[src/rtl/mm_stage_nlane_pkg.sv]
// Shared definitions for the N-lane MM stage: memory FSM encoding and lane bus geometry.
package mm_stage_nlane_pkg;

   typedef enum logic [2:0] {
      ST_IDLE   = 3'd0,
      ST_REQ    = 3'd1,
      ST_WAIT   = 3'd2,
      ST_DONE   = 3'd3,
      ST_CANCEL = 3'd4
   } mm_state_t;

   // Low bit of a lane's slice inside a packed multi-lane bus (lane 0 in the LSBs).
   function automatic int lane_lo(input int lane, input int lane_w);
      return lane * lane_w;
   endfunction

   function automatic int bus_w(input int lanes, input int lane_w);
      return lanes * lane_w;
   endfunction

endpackage

[src/rtl/mm_stage_nlane_if.sv]
// Bundle between the MM stage and its neighbours: EX group in, WB group out, data-cache channel.
interface mm_stage_nlane_if
   import mm_stage_nlane_pkg::*;
#(
   parameter int LANES   = 2,
   parameter int LANE_W  = 64,
   parameter int RDATA_W = 32
);
   logic [LANES-1:0]                pre_to_now_valid_i;
   logic                            pre_mem_op_i;
   logic [bus_w(LANES, LANE_W)-1:0] pre_to_ibus;
   logic                            now_allowin_o;
   logic                            next_allowin_i;
   logic [LANES-1:0]                now_to_next_valid_o;
   logic [bus_w(LANES, LANE_W)-1:0] to_next_obus;
   logic [RDATA_W-1:0]              mem_rdata_o;
   logic                            excep_flush_i;
   logic [LANES-1:0]                kill_mask_i;
   logic                            mem_req_o;
   logic                            mem_addr_ok_i;
   logic                            mem_data_ok_i;
   logic [RDATA_W-1:0]              mem_rdata_i;

   modport master (
      output pre_to_now_valid_i, pre_mem_op_i, pre_to_ibus, next_allowin_i,
      output excep_flush_i, kill_mask_i, mem_addr_ok_i, mem_data_ok_i, mem_rdata_i,
      input  now_allowin_o, now_to_next_valid_o, to_next_obus, mem_rdata_o, mem_req_o
   );

   modport slave (
      input  pre_to_now_valid_i, pre_mem_op_i, pre_to_ibus, next_allowin_i,
      input  excep_flush_i, kill_mask_i, mem_addr_ok_i, mem_data_ok_i, mem_rdata_i,
      output now_allowin_o, now_to_next_valid_o, to_next_obus, mem_rdata_o, mem_req_o
   );

endinterface

[src/rtl/mm_stage_nlane_mem_fsm.sv]
// Data-cache request control for the memory lane: request, wait, hold result, and drain
// responses of requests abandoned by a flush or kill.
module mm_stage_nlane_mem_fsm
   import mm_stage_nlane_pkg::*;
#(
   parameter int RDATA_W = 32
) (
   input  logic               clk,
   input  logic               rst_n,
   input  logic               mem_valid,
   input  logic               load,
   input  logic               load_mop,
   input  logic               leave,
   input  logic               abort,
   input  logic               addr_ok,
   input  logic               data_ok,
   input  logic [RDATA_W-1:0] rdata_in,
   output mm_state_t          state,
   output logic               mem_req,
   output logic [RDATA_W-1:0] rdata_out
);

   mm_state_t          state_reg;
   mm_state_t          state_next;
   logic               capture;
   logic [RDATA_W-1:0] rdata_reg;

   always_ff @(posedge clk or negedge rst_n) begin
      if (!rst_n) begin
         state_reg <= ST_IDLE;
         rdata_reg <= '0;
      end else begin
         state_reg <= state_next;
         if (capture) rdata_reg <= rdata_in;
      end
   end

   always_comb begin
      state_next = state_reg;
      capture    = 1'b0;
      case (state_reg)
         ST_IDLE: begin
            if (load && load_mop) state_next = ST_REQ;
         end
         ST_REQ: begin
            // An accepted request must still see its response, so it goes to CANCEL.
            if (abort)        state_next = addr_ok ? ST_CANCEL : ST_IDLE;
            else if (addr_ok) state_next = ST_WAIT;
         end
         ST_WAIT: begin
            if (data_ok) begin
               state_next = abort ? ST_IDLE : ST_DONE;
               capture    = ~abort;
            end else if (abort) begin
               state_next = ST_CANCEL;
            end
         end
         ST_DONE: begin
            if (load)                 state_next = load_mop ? ST_REQ : ST_IDLE;
            else if (leave || abort)  state_next = ST_IDLE;
         end
         ST_CANCEL: begin
            if (data_ok) state_next = ST_IDLE;
         end
         default: state_next = ST_IDLE;
      endcase
   end

   assign state     = state_reg;
   assign mem_req   = (state_reg == ST_REQ) & mem_valid;
   assign rdata_out = rdata_reg;

endmodule

[src/rtl/mm_stage_nlane.sv]
// N-lane MM pipeline stage between EX and WB: per-lane entry registers with group handshakes,
// branch kill, and a data-cache access on MEM_LANE that can be cancelled safely on flush.
module mm_stage_nlane
   import mm_stage_nlane_pkg::*;
#(
   parameter int LANES    = 2,
   parameter int LANE_W   = 64,
   parameter int RDATA_W  = 32,
   parameter int MEM_LANE = 0
) (
   input  logic         clk,
   input  logic         rst_n,
   mm_stage_nlane_if.slave bus
);

   logic [LANES-1:0]                valid_reg;
   logic [LANES-1:0]                valid_next;
   logic [LANES-1:0]                out_valid;
   logic                            mop_reg;
   logic                            mop_next;
   logic [LANE_W-1:0]               payload_reg [LANES];
   logic [bus_w(LANES, LANE_W)-1:0] obus;

   mm_state_t state;
   logic      ready;
   logic      leave;
   logic      allowin;
   logic      load;
   logic      load_mop;
   logic      abort;

   // The group is ready unless the memory lane still owes a cache result.
   assign ready    = ~(valid_reg[MEM_LANE] & mop_reg) | (state == ST_DONE);
   assign leave    = ready & bus.next_allowin_i;
   assign allowin  = (state != ST_CANCEL) & (~|valid_reg | leave);
   assign load     = allowin & (|bus.pre_to_now_valid_i) & ~bus.excep_flush_i;
   assign load_mop = bus.pre_mem_op_i & bus.pre_to_now_valid_i[MEM_LANE];
   assign abort    = bus.excep_flush_i | bus.kill_mask_i[MEM_LANE];

   genvar gi;
   generate
      for (gi = 0; gi < LANES; gi++) begin : g_lane
         assign valid_next[gi] = bus.excep_flush_i ? 1'b0 :
                                 load              ? bus.pre_to_now_valid_i[gi] :
                                 leave             ? 1'b0 :
                                 (valid_reg[gi] & ~bus.kill_mask_i[gi]);

         assign out_valid[gi] = valid_reg[gi] & ready & ~bus.excep_flush_i & ~bus.kill_mask_i[gi];

         always_ff @(posedge clk or negedge rst_n) begin
            if (!rst_n)    payload_reg[gi] <= '0;
            else if (load) payload_reg[gi] <= bus.pre_to_ibus[lane_lo(gi, LANE_W) +: LANE_W];
         end

         assign obus[lane_lo(gi, LANE_W) +: LANE_W] = payload_reg[gi];
      end
   endgenerate

   assign mop_next = load ? load_mop : (mop_reg & valid_next[MEM_LANE]);

   always_ff @(posedge clk or negedge rst_n) begin
      if (!rst_n) begin
         valid_reg <= '0;
         mop_reg   <= 1'b0;
      end else begin
         valid_reg <= valid_next;
         mop_reg   <= mop_next;
      end
   end

   mm_stage_nlane_mem_fsm #(
      .RDATA_W (RDATA_W)
   ) mm_mem_fsm (
      .clk       (clk),
      .rst_n     (rst_n),
      .mem_valid (valid_reg[MEM_LANE]),
      .load      (load),
      .load_mop  (load_mop),
      .leave     (leave),
      .abort     (abort),
      .addr_ok   (bus.mem_addr_ok_i),
      .data_ok   (bus.mem_data_ok_i),
      .rdata_in  (bus.mem_rdata_i),
      .state     (state),
      .mem_req   (bus.mem_req_o),
      .rdata_out (bus.mem_rdata_o)
   );

   assign bus.now_allowin_o       = allowin;
   assign bus.now_to_next_valid_o = out_valid;
   assign bus.to_next_obus        = obus;

endmodule
[src/flat_wrapper.sv]
// flat-port wrapper written by rule: the top's interface ports become plain ports
module mm_stage_nlane_flat import mm_stage_nlane_pkg::*;
#(
   parameter int LANES    = 2,
   parameter int LANE_W   = 64,
   parameter int RDATA_W  = 32,
   parameter int MEM_LANE = 0
)
  (clk, rst_n, bus_pre_to_now_valid_i, bus_pre_mem_op_i, bus_pre_to_ibus, bus_next_allowin_i, bus_excep_flush_i, bus_kill_mask_i, bus_mem_addr_ok_i, bus_mem_data_ok_i, bus_mem_rdata_i, bus_now_allowin_o, bus_now_to_next_valid_o, bus_to_next_obus, bus_mem_rdata_o, bus_mem_req_o);
  mm_stage_nlane_if #(.LANES(LANES), .LANE_W(LANE_W), .RDATA_W(RDATA_W)) bus_i ();
  input  logic clk;
  input  logic rst_n;
  input wire logic [$bits(bus_i.pre_to_now_valid_i)-1:0] bus_pre_to_now_valid_i;
  input wire logic [$bits(bus_i.pre_mem_op_i)-1:0] bus_pre_mem_op_i;
  input wire logic [$bits(bus_i.pre_to_ibus)-1:0] bus_pre_to_ibus;
  input wire logic [$bits(bus_i.next_allowin_i)-1:0] bus_next_allowin_i;
  input wire logic [$bits(bus_i.excep_flush_i)-1:0] bus_excep_flush_i;
  input wire logic [$bits(bus_i.kill_mask_i)-1:0] bus_kill_mask_i;
  input wire logic [$bits(bus_i.mem_addr_ok_i)-1:0] bus_mem_addr_ok_i;
  input wire logic [$bits(bus_i.mem_data_ok_i)-1:0] bus_mem_data_ok_i;
  input wire logic [$bits(bus_i.mem_rdata_i)-1:0] bus_mem_rdata_i;
  output wire logic [$bits(bus_i.now_allowin_o)-1:0] bus_now_allowin_o;
  output wire logic [$bits(bus_i.now_to_next_valid_o)-1:0] bus_now_to_next_valid_o;
  output wire logic [$bits(bus_i.to_next_obus)-1:0] bus_to_next_obus;
  output wire logic [$bits(bus_i.mem_rdata_o)-1:0] bus_mem_rdata_o;
  output wire logic [$bits(bus_i.mem_req_o)-1:0] bus_mem_req_o;
  assign bus_i.pre_to_now_valid_i = bus_pre_to_now_valid_i;
  assign bus_i.pre_mem_op_i = bus_pre_mem_op_i;
  assign bus_i.pre_to_ibus = bus_pre_to_ibus;
  assign bus_i.next_allowin_i = bus_next_allowin_i;
  assign bus_i.excep_flush_i = bus_excep_flush_i;
  assign bus_i.kill_mask_i = bus_kill_mask_i;
  assign bus_i.mem_addr_ok_i = bus_mem_addr_ok_i;
  assign bus_i.mem_data_ok_i = bus_mem_data_ok_i;
  assign bus_i.mem_rdata_i = bus_mem_rdata_i;
  assign bus_now_allowin_o = bus_i.now_allowin_o;
  assign bus_now_to_next_valid_o = bus_i.now_to_next_valid_o;
  assign bus_to_next_obus = bus_i.to_next_obus;
  assign bus_mem_rdata_o = bus_i.mem_rdata_o;
  assign bus_mem_req_o = bus_i.mem_req_o;
  mm_stage_nlane #(.LANES(LANES), .LANE_W(LANE_W), .RDATA_W(RDATA_W), .MEM_LANE(MEM_LANE)) u_core (.clk(clk), .rst_n(rst_n), .bus(bus_i));
endmodule
[config.mk]
export PLATFORM = sky130hd
export DESIGN_NAME = mm_stage_nlane_flat
export DESIGN_NICKNAME = d
export VERILOG_FILES = /design/src/rtl/mm_stage_nlane_pkg.sv /design/src/rtl/mm_stage_nlane_if.sv /design/src/rtl/mm_stage_nlane_mem_fsm.sv /design/src/rtl/mm_stage_nlane.sv /design/src/flat_wrapper.sv
export SDC_FILE = /design/constraint.sdc
export NUM_CORES = 1
export LEC_CHECK = 0
export CORE_AREA = 2 2 131 133
export DETAILED_ROUTE_END_ITERATION = 16
export DIE_AREA = 0 0 133 135
export PLACE_DENSITY = 0.8
export SLEW_MARGIN = 20
export SYNTH_ARGS = -nofsm -noshare
export SYNTH_HDL_FRONTEND = slang
export SYNTH_SLANG_ARGS = --single-unit
[constraint.sdc]
create_clock -name clk -period 2.85 [get_ports clk]
set_clock_uncertainty 0.15 [all_clocks]
set_input_delay 0.285 -clock clk [delete_from_list [all_inputs] [get_ports clk]]
set_output_delay 0.285 -clock clk [all_outputs]
set_load 0.05 [all_outputs]
# Yosys cells after proc, flatten, opt, wreduce, memory -nomap -nowiden
# Index checks and enable logic that the tools add are counted.
# Widths: inputs -> output; s select.
dict set report totals {
  reg_bits 166
  in_bits 171
  output_inout_bits 164
}
dict set report classes {
  eq_ne 10
  muxes 21
  bitwise_logic 24
  reduce_logical 7
}
# cell n
set ops {}
lappend ops {{$mux 3} 9}
lappend ops {{$and 1x1->1} 16}
lappend ops {{$pmux 3 s5} 1}
lappend ops {{$mux 1} 10}
lappend ops {{$ne 3x3->1 const B} 3}
lappend ops {{$eq 3x2->1 const B} 2}
lappend ops {{$not 1->1} 5}
lappend ops {{$reduce_and 5->1} 1}
lappend ops {{$ne 2x2->1 const B} 2}
lappend ops {{$reduce_or 2->1} 2}
lappend ops {{$eq 3x1->1 const B} 1}
lappend ops {{$eq 3x3->1 const B} 1}
lappend ops {{$logic_not 3->1} 1}
lappend ops {{$ne 3x2->1 const B} 1}
lappend ops {{$or 1x1->1} 3}
lappend ops {{$mux 2} 1}
lappend ops {{$logic_and 1x1->1} 1}
lappend ops {{$logic_not 1->1} 1}
lappend ops {{$logic_or 1x1->1} 1}

# Logic depth before layout (Yosys ltp)
# Gate-level depths: netlist of the first run.
dict set report depth {
  ltp_word 12
  depth_mapped 6
  depth_no_buf 4
}

# By module
# From an unflattened synthesis of the first run, not the netlist that was laid out.
dict set report hier_totals {
  hier_cells 388
  area_unflattened_um2 6487.5
}
# module instances cells_each area_each_um2 seq_area_each_um2
set by_module_without_submodules {}
lappend by_module_without_submodules {mm_stage_nlane 1 298 4956.0 3278.1}
lappend by_module_without_submodules {mm_stage_nlane_mem_fsm 1 90 1531.5 875.8}

# Worst setup path before layout of the first run
# OpenSTA, ideal clock, no wires.
dict set report synth_path {
  kind {flip-flop to flip-flop}
  start {register u_core.valid_reg[0]}
  end {register u_core.payload_reg (netlist bit u_core.bus.to_next_obus[18])}
  setup_ps 125
  arrival_time_ps 2387
  required_ps 2575
  slack_ps 188
  path_stages_with_launch 7
  path_cell_list {dfrtp_1 > o21ba_1 > a311oi_2 > nand2_1 > buf_6 > buf_6 > mux2_4}
}
dict set report synth_via {
  elab_chain_cells 8
}
# element line_no
set synth_lines {}
lappend synth_lines {{from (decl)} mm_stage_nlane.sv:16} ;# logic [LANES-1:0] valid_reg;
lappend synth_lines {{from (signal assigned)} mm_stage_nlane.sv:66} ;# valid_reg <= valid_next;
lappend synth_lines {{$and 1x1->1} mm_stage_nlane.sv:33} ;# assign ready = ~(valid_reg[MEM_LANE] & mop_reg) | (state == ST_DONE);
lappend synth_lines {{$not 1->1} mm_stage_nlane.sv:33}
lappend synth_lines {{$or 1x1->1} mm_stage_nlane.sv:33}
lappend synth_lines {{$and 1x1->1} mm_stage_nlane.sv:34} ;# assign leave = ready & bus.next_allowin_i;
lappend synth_lines {{$or 1x1->1 (*)} mm_stage_nlane.sv:35} ;# assign allowin = (state != ST_CANCEL) & (~|valid_reg | leave);
lappend synth_lines {{$and 1x1->1 (*)} mm_stage_nlane.sv:35}
lappend synth_lines {{via bus_now_allowin_o} flat_wrapper.sv:22} ;# output wire logic [$bits(bus_i.now_allowin_o)-1:0] bus_now_allowin_o;
lappend synth_lines {{$and 1x1->1 (*) (2 in a row)} mm_stage_nlane.sv:36} ;# assign load = allowin & (|bus.pre_to_now_valid_i) & ~bus.excep_flush_i;
lappend synth_lines {{to (signal, indexed assignment)} mm_stage_nlane.sv:52} ;# else if (load) payload_reg[gi] <= bus.pre_to_ibus[lane_lo(gi, LANE_W) +: LANE_W];
lappend synth_lines {{to (decl)} mm_stage_nlane.sv:21} ;# logic [LANE_W-1:0] payload_reg [LANES];
# Mark *: on every way through the listed nets, which the timed path passes. The rest lies on a longest branch.
# A chain may end at the register's enable or synchronous reset.

# Worst setup path after layout of the first run
dict set report layout_path {
  start {register u_core.mm_mem_fsm.state_reg[0], in the netlist u_core.mm_mem_fsm.state[0]}
  end {output bus_now_to_next_valid_o[1]}
}
dict set report layout_via {
  elab_chain_cells 5
}
# element line_no
set layout_lines {}
lappend layout_lines {{from (decl)} mm_stage_nlane_mem_fsm.sv:23} ;# mm_state_t state_reg;
lappend layout_lines {{from (signal assigned)} mm_stage_nlane_mem_fsm.sv:33} ;# state_reg <= state_next;
lappend layout_lines {{$eq 3x2->1} mm_stage_nlane.sv:33}
lappend layout_lines {{$or 1x1->1} mm_stage_nlane.sv:33}
lappend layout_lines {{$and 1x1->1 (3 in a row)} mm_stage_nlane.sv:48} ;# assign out_valid[gi] = valid_reg[gi] & ready & ~bus.excep_flush_i & ~bus.kill_mask_i[gi];
lappend layout_lines {{to (decl)} flat_wrapper.sv:23} ;# output wire logic [$bits(bus_i.now_to_next_valid_o)-1:0] bus_now_to_next_valid_o;
# Every way passes these cells.

==> reports/results.txt, run 1 <==
H-tree Lvls -> 4
Initial antenna violation count -> 1
Maximum clock insertion buffer count -> 2
Cts hold-fix bufs -> 1
Fin. Hold Viols -> 0
Reg2reg setup slack -> 550 ps
Die Y -> 135 µm
Status -> complete, no violations
Non-filler cells, final -> 973
Largest net degree at the start of global routing -> 81
Syn_area_per_cell -> 16.8 µm²
Post-synth EDFFs -> 0
Cell Chain, Critical Path -> nand3b_4 > a31oi_1 > clkdlybuf4s50_1
Worst setup margin -> 233 ps
Cells on worst reg2reg path -> 5
Clk Latency, worst-skew pair -> 410 ps
DRC -> 0
Slew HR -> 58.6%
CP endpoint kind -> output pin
Syn Nets -> 571
Number of max-slew violations in the final report -> 0
Routability congestion estimate from global placement -> 0.828
DIE AREA -> 18,000 µm²
Max reg flops -> 128
I/O pins -> 335
Area of the multi-input gates -> 2390 µm²
Hold Path Class -> in -> async
Vias/cell -> 4.74
First-pass GRT wire length -> 27,700 µm
Fillcell total -> 1,124
Clock sinks -> 166
Prevailing post-synth register cell -> dfrtp_1
Synth Instances -> 400
Setup violators final -> 0
DP Worst Slack -> 373 ps
Post-CTS sizing -> 0
Core area -> 16,400 µm²
Diodes inserted -> 0
CP startpoint kind -> flop
Detailed Place HPWL -> 13,300 µm
Final net count -> 911
WL final -> 18,000 µm
Seq/Total Area, Yosys -> 61.8%
Most frequent cells in the layout -> 331 x clkdlybuf4s50_1, 166 x dfrtp_1, 70 x mux2_4
FP Rows -> 47
Synthesized flop and latch total -> 166
Max cap viols -> 0
Pwr per Cell Area -> 1270 nW/µm²
CP max stage delay -> 820 ps
Leakage Power -> 4.74 nW
Reg clk slew, reported paths -> 70 ps
Critical path endpoint -> bus_now_to_next_valid_o[1]
DR pass1 iterations -> 4
Vias in the first global route -> 5,085
Port buffer count -> 334
Worst-path cell with the longest stage delay -> clkdlybuf4s50_1
Most common cell after layout, fill and taps aside -> clkdlybuf4s50_1
Unrepaired setup endpoints after global routing -> no
Crit share post-route -> 91.8%
Fin crit period -> 2620 ps
Layout cells sized above 1 -> 23.6%
Routed wire per std cell -> 18.5 µm
Routed Antenna Nets -> 0
GRT overflow -> 0
Post-Route Setup TNS -> 0 ps
FF/Latch Area -> 4150 µm²
Worst hold slack -> 281 ps
GRT Overall Usage -> 19.9%
Initial Util -> 40.9%
Critical path origin -> u_core.mm_mem_fsm.state[0]
Worst EP required -> 2410 ps
WP data arrival -> 2180 ps
Largest fanout on the critical path -> 14
Synth unique cells -> 33
YS warnings -> 0
DRT iter0 DRCs -> 142
Die X-Extent -> 133 µm
Vias post-DR -> 4,615
Setup Fix Bufs, Post-CTS -> 0
Reg-to-Reg Start -> u_core.mm_mem_fsm.state[0]
Area growth, synth to finish -> 62.2%
Clock root cell -> clkbuf_16
Async SR Flop Fraction -> 100%
Slew at the pin closest to its max-slew limit -> 621 ps
F_max -> 0.382 GHz
TritonCTS clock tree -> built
CP Class -> reg -> out
Mapped Area -> 6720 µm²
Number of CTS-inserted buffers -> 17
Worst VDD drop -> 731 µV
Placed Cells -> 940
Reg-to-reg endpoint -> u_core.bus.to_next_obus[9]
[per-stage QoR]
step                power (W)  cell area (µm²)  util (%)
floorplan             0.00883             6720         -
global placement       0.0113            10300      62.6
detailed placement     0.0115            10300      62.6
CTS                    0.0139            10900      66.4
global route           0.0143            10900      66.4
finish                 0.0138            10900      66.4
[cell type report]
cell class | instances | area share, %
Clock buffer | 18 | 3.94
Clock inverter | 14 | 1.70
Inverter | 5 | 0.172
Multi-Input combinational cell | 209 | 21.9
Sequential cell | 166 | 38.1
Tap cell | 220 | 2.53
Timing Repair Buffer | 341 | 31.6
[per-layer routing]
metal	global-route usage (%)	vias to the layer above	part of all wire [%]
li1	-	2097	-
met1	21.3	2276	37
met2	35.6	212	52
met3	7.58	30	8.6
met4	7.89	0	2.5
met5	0	-	0
[power by group]
group | internal (W) | switching [W] | total, W
sequential | 0.00333 | 0.000579 | 0.00391
combinational | 0.00291 | 0.00460 | 0.00750
clock | 0.00141 | 0.000987 | 0.00239
[worst max-delay path: cells and delay by family, from the launching register on]
family / cells / cell delay (ps)
AOI/OAI and AO/OA: 1 / 190
buffers and inverters: 1 / 820
DFF: 1 / 620
and+or+nand+nor: 1 / 150
[cells in the mapped netlist, types with 2 or more instances]
| cell | n | area [µm²] |
|---|---|---|
| clkbuf_1 | 2 | 7.51 |
| o21ai_0 | 5 | 25.0 |
| a21oi_1 | 3 | 15.0 |
| buf_6 | 11 | 124 |
| dfrtp_1 | 166 | 4150 |
| mux2_4 | 70 | 1050 |
| buf_2 | 7 | 35.0 |
| nand2_1 | 6 | 22.5 |
| o41a_1 | 2 | 22.5 |
| inv_1 | 5 | 18.8 |
| nand3b_1 | 2 | 15.0 |
| nand3_1 | 4 | 20.0 |
| nor3_1 | 2 | 10.0 |
| mux2_1 | 28 | 315 |
| nor2_1 | 8 | 30.0 |
| mux2_2 | 62 | 698 |
[kinds of logic (layout without fill, tap and decap cells)]
family	count (synthesis)	in the layout	share of synthesized area [%]
compound gates	19	19	2.16
mux	160	160	30.7
simple gates	30	30	2.50
flops	166	166	61.8
buf+inv	25	378	2.76
[worst min-delay path by stage]
stage | startpoint | endpoint | slack [ps] | cells after the start
5_1_grt | bus_pre_to_ibus[11] | u_core.bus.to_next_obus[11] | 290 | 2
2_1_floorplan | rst_n | u_core.bus.to_next_obus[0] | -160 | 0
6_report | rst_n | u_core.mm_mem_fsm.rdata_out[24] | 280 | 2
4_1_cts | rst_n | u_core.mm_mem_fsm.rdata_out[22] | 290 | 2
3_5_place_dp | rst_n | u_core.mm_mem_fsm.rdata_out[22] | 170 | 1
3_3_place_gp | rst_n | u_core.mm_mem_fsm.rdata_out[11] | 150 | 1
Note: power is estimated with default switching activity, not from simulation.
==> run 2, diff against run 1 <==
--- a/config.mk
+++ b/config.mk
@@ -9,6 +9,7 @@
 export DETAILED_ROUTE_END_ITERATION = 16
 export DIE_AREA = 0 0 133 135
 export PLACE_DENSITY = 0.8
+export RECOVER_POWER = 50
 export SLEW_MARGIN = 20
 export SYNTH_ARGS = -nofsm -noshare
 export SYNTH_HDL_FRONTEND = slang
==> reports/results.txt, run 2 (synthesis results as in run 1) <==
DRT iter0 DRCs -> 134 (was 142)
H-tree Lvls -> 4 (unchanged)
Hold path depth -> 2
Fillcell total -> 1,128 (was 1,124)
CP startpoint kind -> flop (unchanged)
Pwr per Cell Area -> 1250 nW/µm² (was 1270 nW/µm²)
First-pass GRT wire length -> 27,700 µm (unchanged)
DIE AREA -> 18,000 µm² (unchanged)
Clk Latency, worst-skew pair -> 410 ps (about the same)
CP endpoint kind -> output pin (unchanged)
FP Rows -> 47 (unchanged)
Largest net degree at the start of global routing -> 81 (unchanged)
Buf/Inv on CP -> 1 (unchanged)
Layout cells sized above 1 -> 23.5% (was 23.6%)
Max reg flops -> 128 (unchanged)
WP data arrival -> 2180 ps (about the same)
Slew HR -> -12.3% (was 58.6%)
Reg clk slew, reported paths -> 70 ps (about the same)
Detailed Place HPWL -> 13,300 µm (unchanged)
GRT Overall Usage -> 19.9% (unchanged)
CP Class -> reg -> out (unchanged)
Port buffer count -> 334 (unchanged)
Worst EP required -> 2410 ps (about the same)
Unrepaired setup endpoints after global routing -> no (unchanged)
Number of CTS-inserted buffers -> 17 (unchanged)
GRT overflow -> 0 (unchanged)
Die X-Extent -> 133 µm (unchanged)
Leakage Power -> 4.77 nW (was 4.74 nW)
Worst-path cell with the longest stage delay -> clkdlybuf4s50_1 (unchanged)
Routability congestion estimate from global placement -> 0.828 (unchanged)
Worst hold slack -> 307 ps (was 281 ps)
Area growth, synth to finish -> 61.9% (was 62.2%)
WL final -> 18,000 µm (about the same)
Crit share post-route -> 91.7% (was 91.8%)
Total Power -> 0.0136 W (was 0.0138 W)
Cell Chain, Critical Path -> nand3b_4 > a31oi_1 > clkdlybuf4s50_1 (unchanged)
Post-Route Setup TNS -> 0 ps (unchanged)
Fin crit period -> 2610 ps (was 2620 ps)
Clock root cell -> clkbuf_16 (unchanged)
Cells on worst reg2reg path -> 5 (unchanged)
Setup Fix Bufs, Post-CTS -> 0 (unchanged)
Fin. Hold Viols -> 0 (unchanged)
Final net count -> 911 (unchanged)
Diodes inserted -> 0 (unchanged)
Core area -> 16,400 µm² (unchanged)
TritonCTS clock tree -> built (unchanged)
F_max -> 0.383 GHz (was 0.382 GHz)
Maximum clock insertion buffer count -> 2 (unchanged)
DRC -> 0 (unchanged)
I/O pins -> 335 (unchanged)
Most frequent cells in the layout -> 253 x clkdlybuf4s50_1, 166 x dfrtp_1, 79 x dlygate4sd3_1 (was 331 x clkdlybuf4s50_1, 166 x dfrtp_1, 70 x mux2_4)
Cts hold-fix bufs -> 1 (unchanged)
Routed wire per std cell -> 18.5 µm (about the same)
Initial antenna violation count -> 1 (unchanged)
Slew at the pin closest to its max-slew limit -> 1680 ps (was 621 ps)
Vias/cell -> 4.77 (was 4.74)
CP max stage delay -> 820 ps (about the same)
Clock sinks -> 166 (unchanged)
Routed Antenna Nets -> 0 (unchanged)
Vias post-DR -> 4,645 (was 4,615)
Die Y -> 135 µm (unchanged)
Worst path depth -> 3 (unchanged)
Worst VDD drop -> 730 µV (was 731 µV)
Vias in the first global route -> 5,085 (unchanged)
DR pass1 iterations -> 5 (was 4)
Most common cell after layout, fill and taps aside -> clkdlybuf4s50_1 (unchanged)
Cell class contributing the biggest share of worst-path delay -> buffers and inverters (unchanged)
Number of max-slew violations in the final report -> 67 (was 0)
Largest fanout on the critical path -> 14 (unchanged)
Setup violators final -> 0 (unchanged)
Post-CTS sizing -> 0 (unchanged)
Final core utilization -> 66.3% (was 66.4%)
Max cap viols -> 1 (was 0)
Hold Path Class -> in -> reg (was in -> async)
Initial Util -> 40.9% (unchanged)
Status -> finished with violations (was complete, no violations)
Failing checks -> max-capacitance violations, max-slew violations
-- run 2: cell count changes in the layout (fill, tap and decap cells not counted), sizes merged --
cell and delta:
clkdlybuf4s50 -78, buf -3, clkbuf +3, dlygate4sd3 +78
-- run 2: per-stage QoR --
step | cell area (µm²) | worst slack (ps) | cells
after floorplan | 6720 | 188 | 400
after global placement | 10300 | 362 | 940
after detailed placement | 10300 | 373 | 940
after CTS | 10900 | 211 | 973
after global routing | 10900 | 149 | 973
final | 10900 | 238 | 973
-- run 2: area by class of cell --
cell class	count	area [µm²]	share of cell area [%]
clock inverters	14	185	1.70
flip-flops and latches	166	4150	38.2
inverters	5	18.8	0.173
multi-input cells	209	2380	21.9
clock buffers	18	429	3.95
well taps	220	275	2.53
repair buffers	341	3430	31.6
-- run 2: layer usage --
metal | up-vias | wire length, µm | track usage (%)
li1 | 2101 | - | -
met3 | 35 | 1580 | 7.58
met4 | 0 | 474 | 7.89
met5 | - | 0 | 0
met2 | 221 | 9340 | 35.6
met1 | 2288 | 6610 | 21.3
-- run 2: report_power, final --
group	total [W]	internal [W]	switching, W
clock network	0.00239	0.00141	0.000986
registers	0.00389	0.00333	0.000556
logic	0.00733	0.00273	0.00460
-- run 2: worst register-to-register path, cell delays in order, from the launching register on --
cell      delay, ps
dfrtp_1         620
nand3b_4        150
a311oi_1        620
nand2_4         130
buf_12          280
mux2_1          430
-- run 2: final timing paths --
check,endpoint,slack (ps),startpoint
min in group asynchronous,u_core.mm_mem_fsm.rdata_out[24],690,rst_n
worst min-delay path,u_core.bus.to_next_obus[68],310,bus_pre_to_ibus[68]
worst max-delay path,bus_now_to_next_valid_o[1],240,u_core.mm_mem_fsm.state[0]
max in group asynchronous,u_core.bus.to_next_obus[115],580,rst_n
worst min register to register,u_core.bus.to_next_obus[65],330,u_core.bus.to_next_obus[65]
worst max register to register,u_core.bus.to_next_obus[9],370,u_core.mm_mem_fsm.state[0]
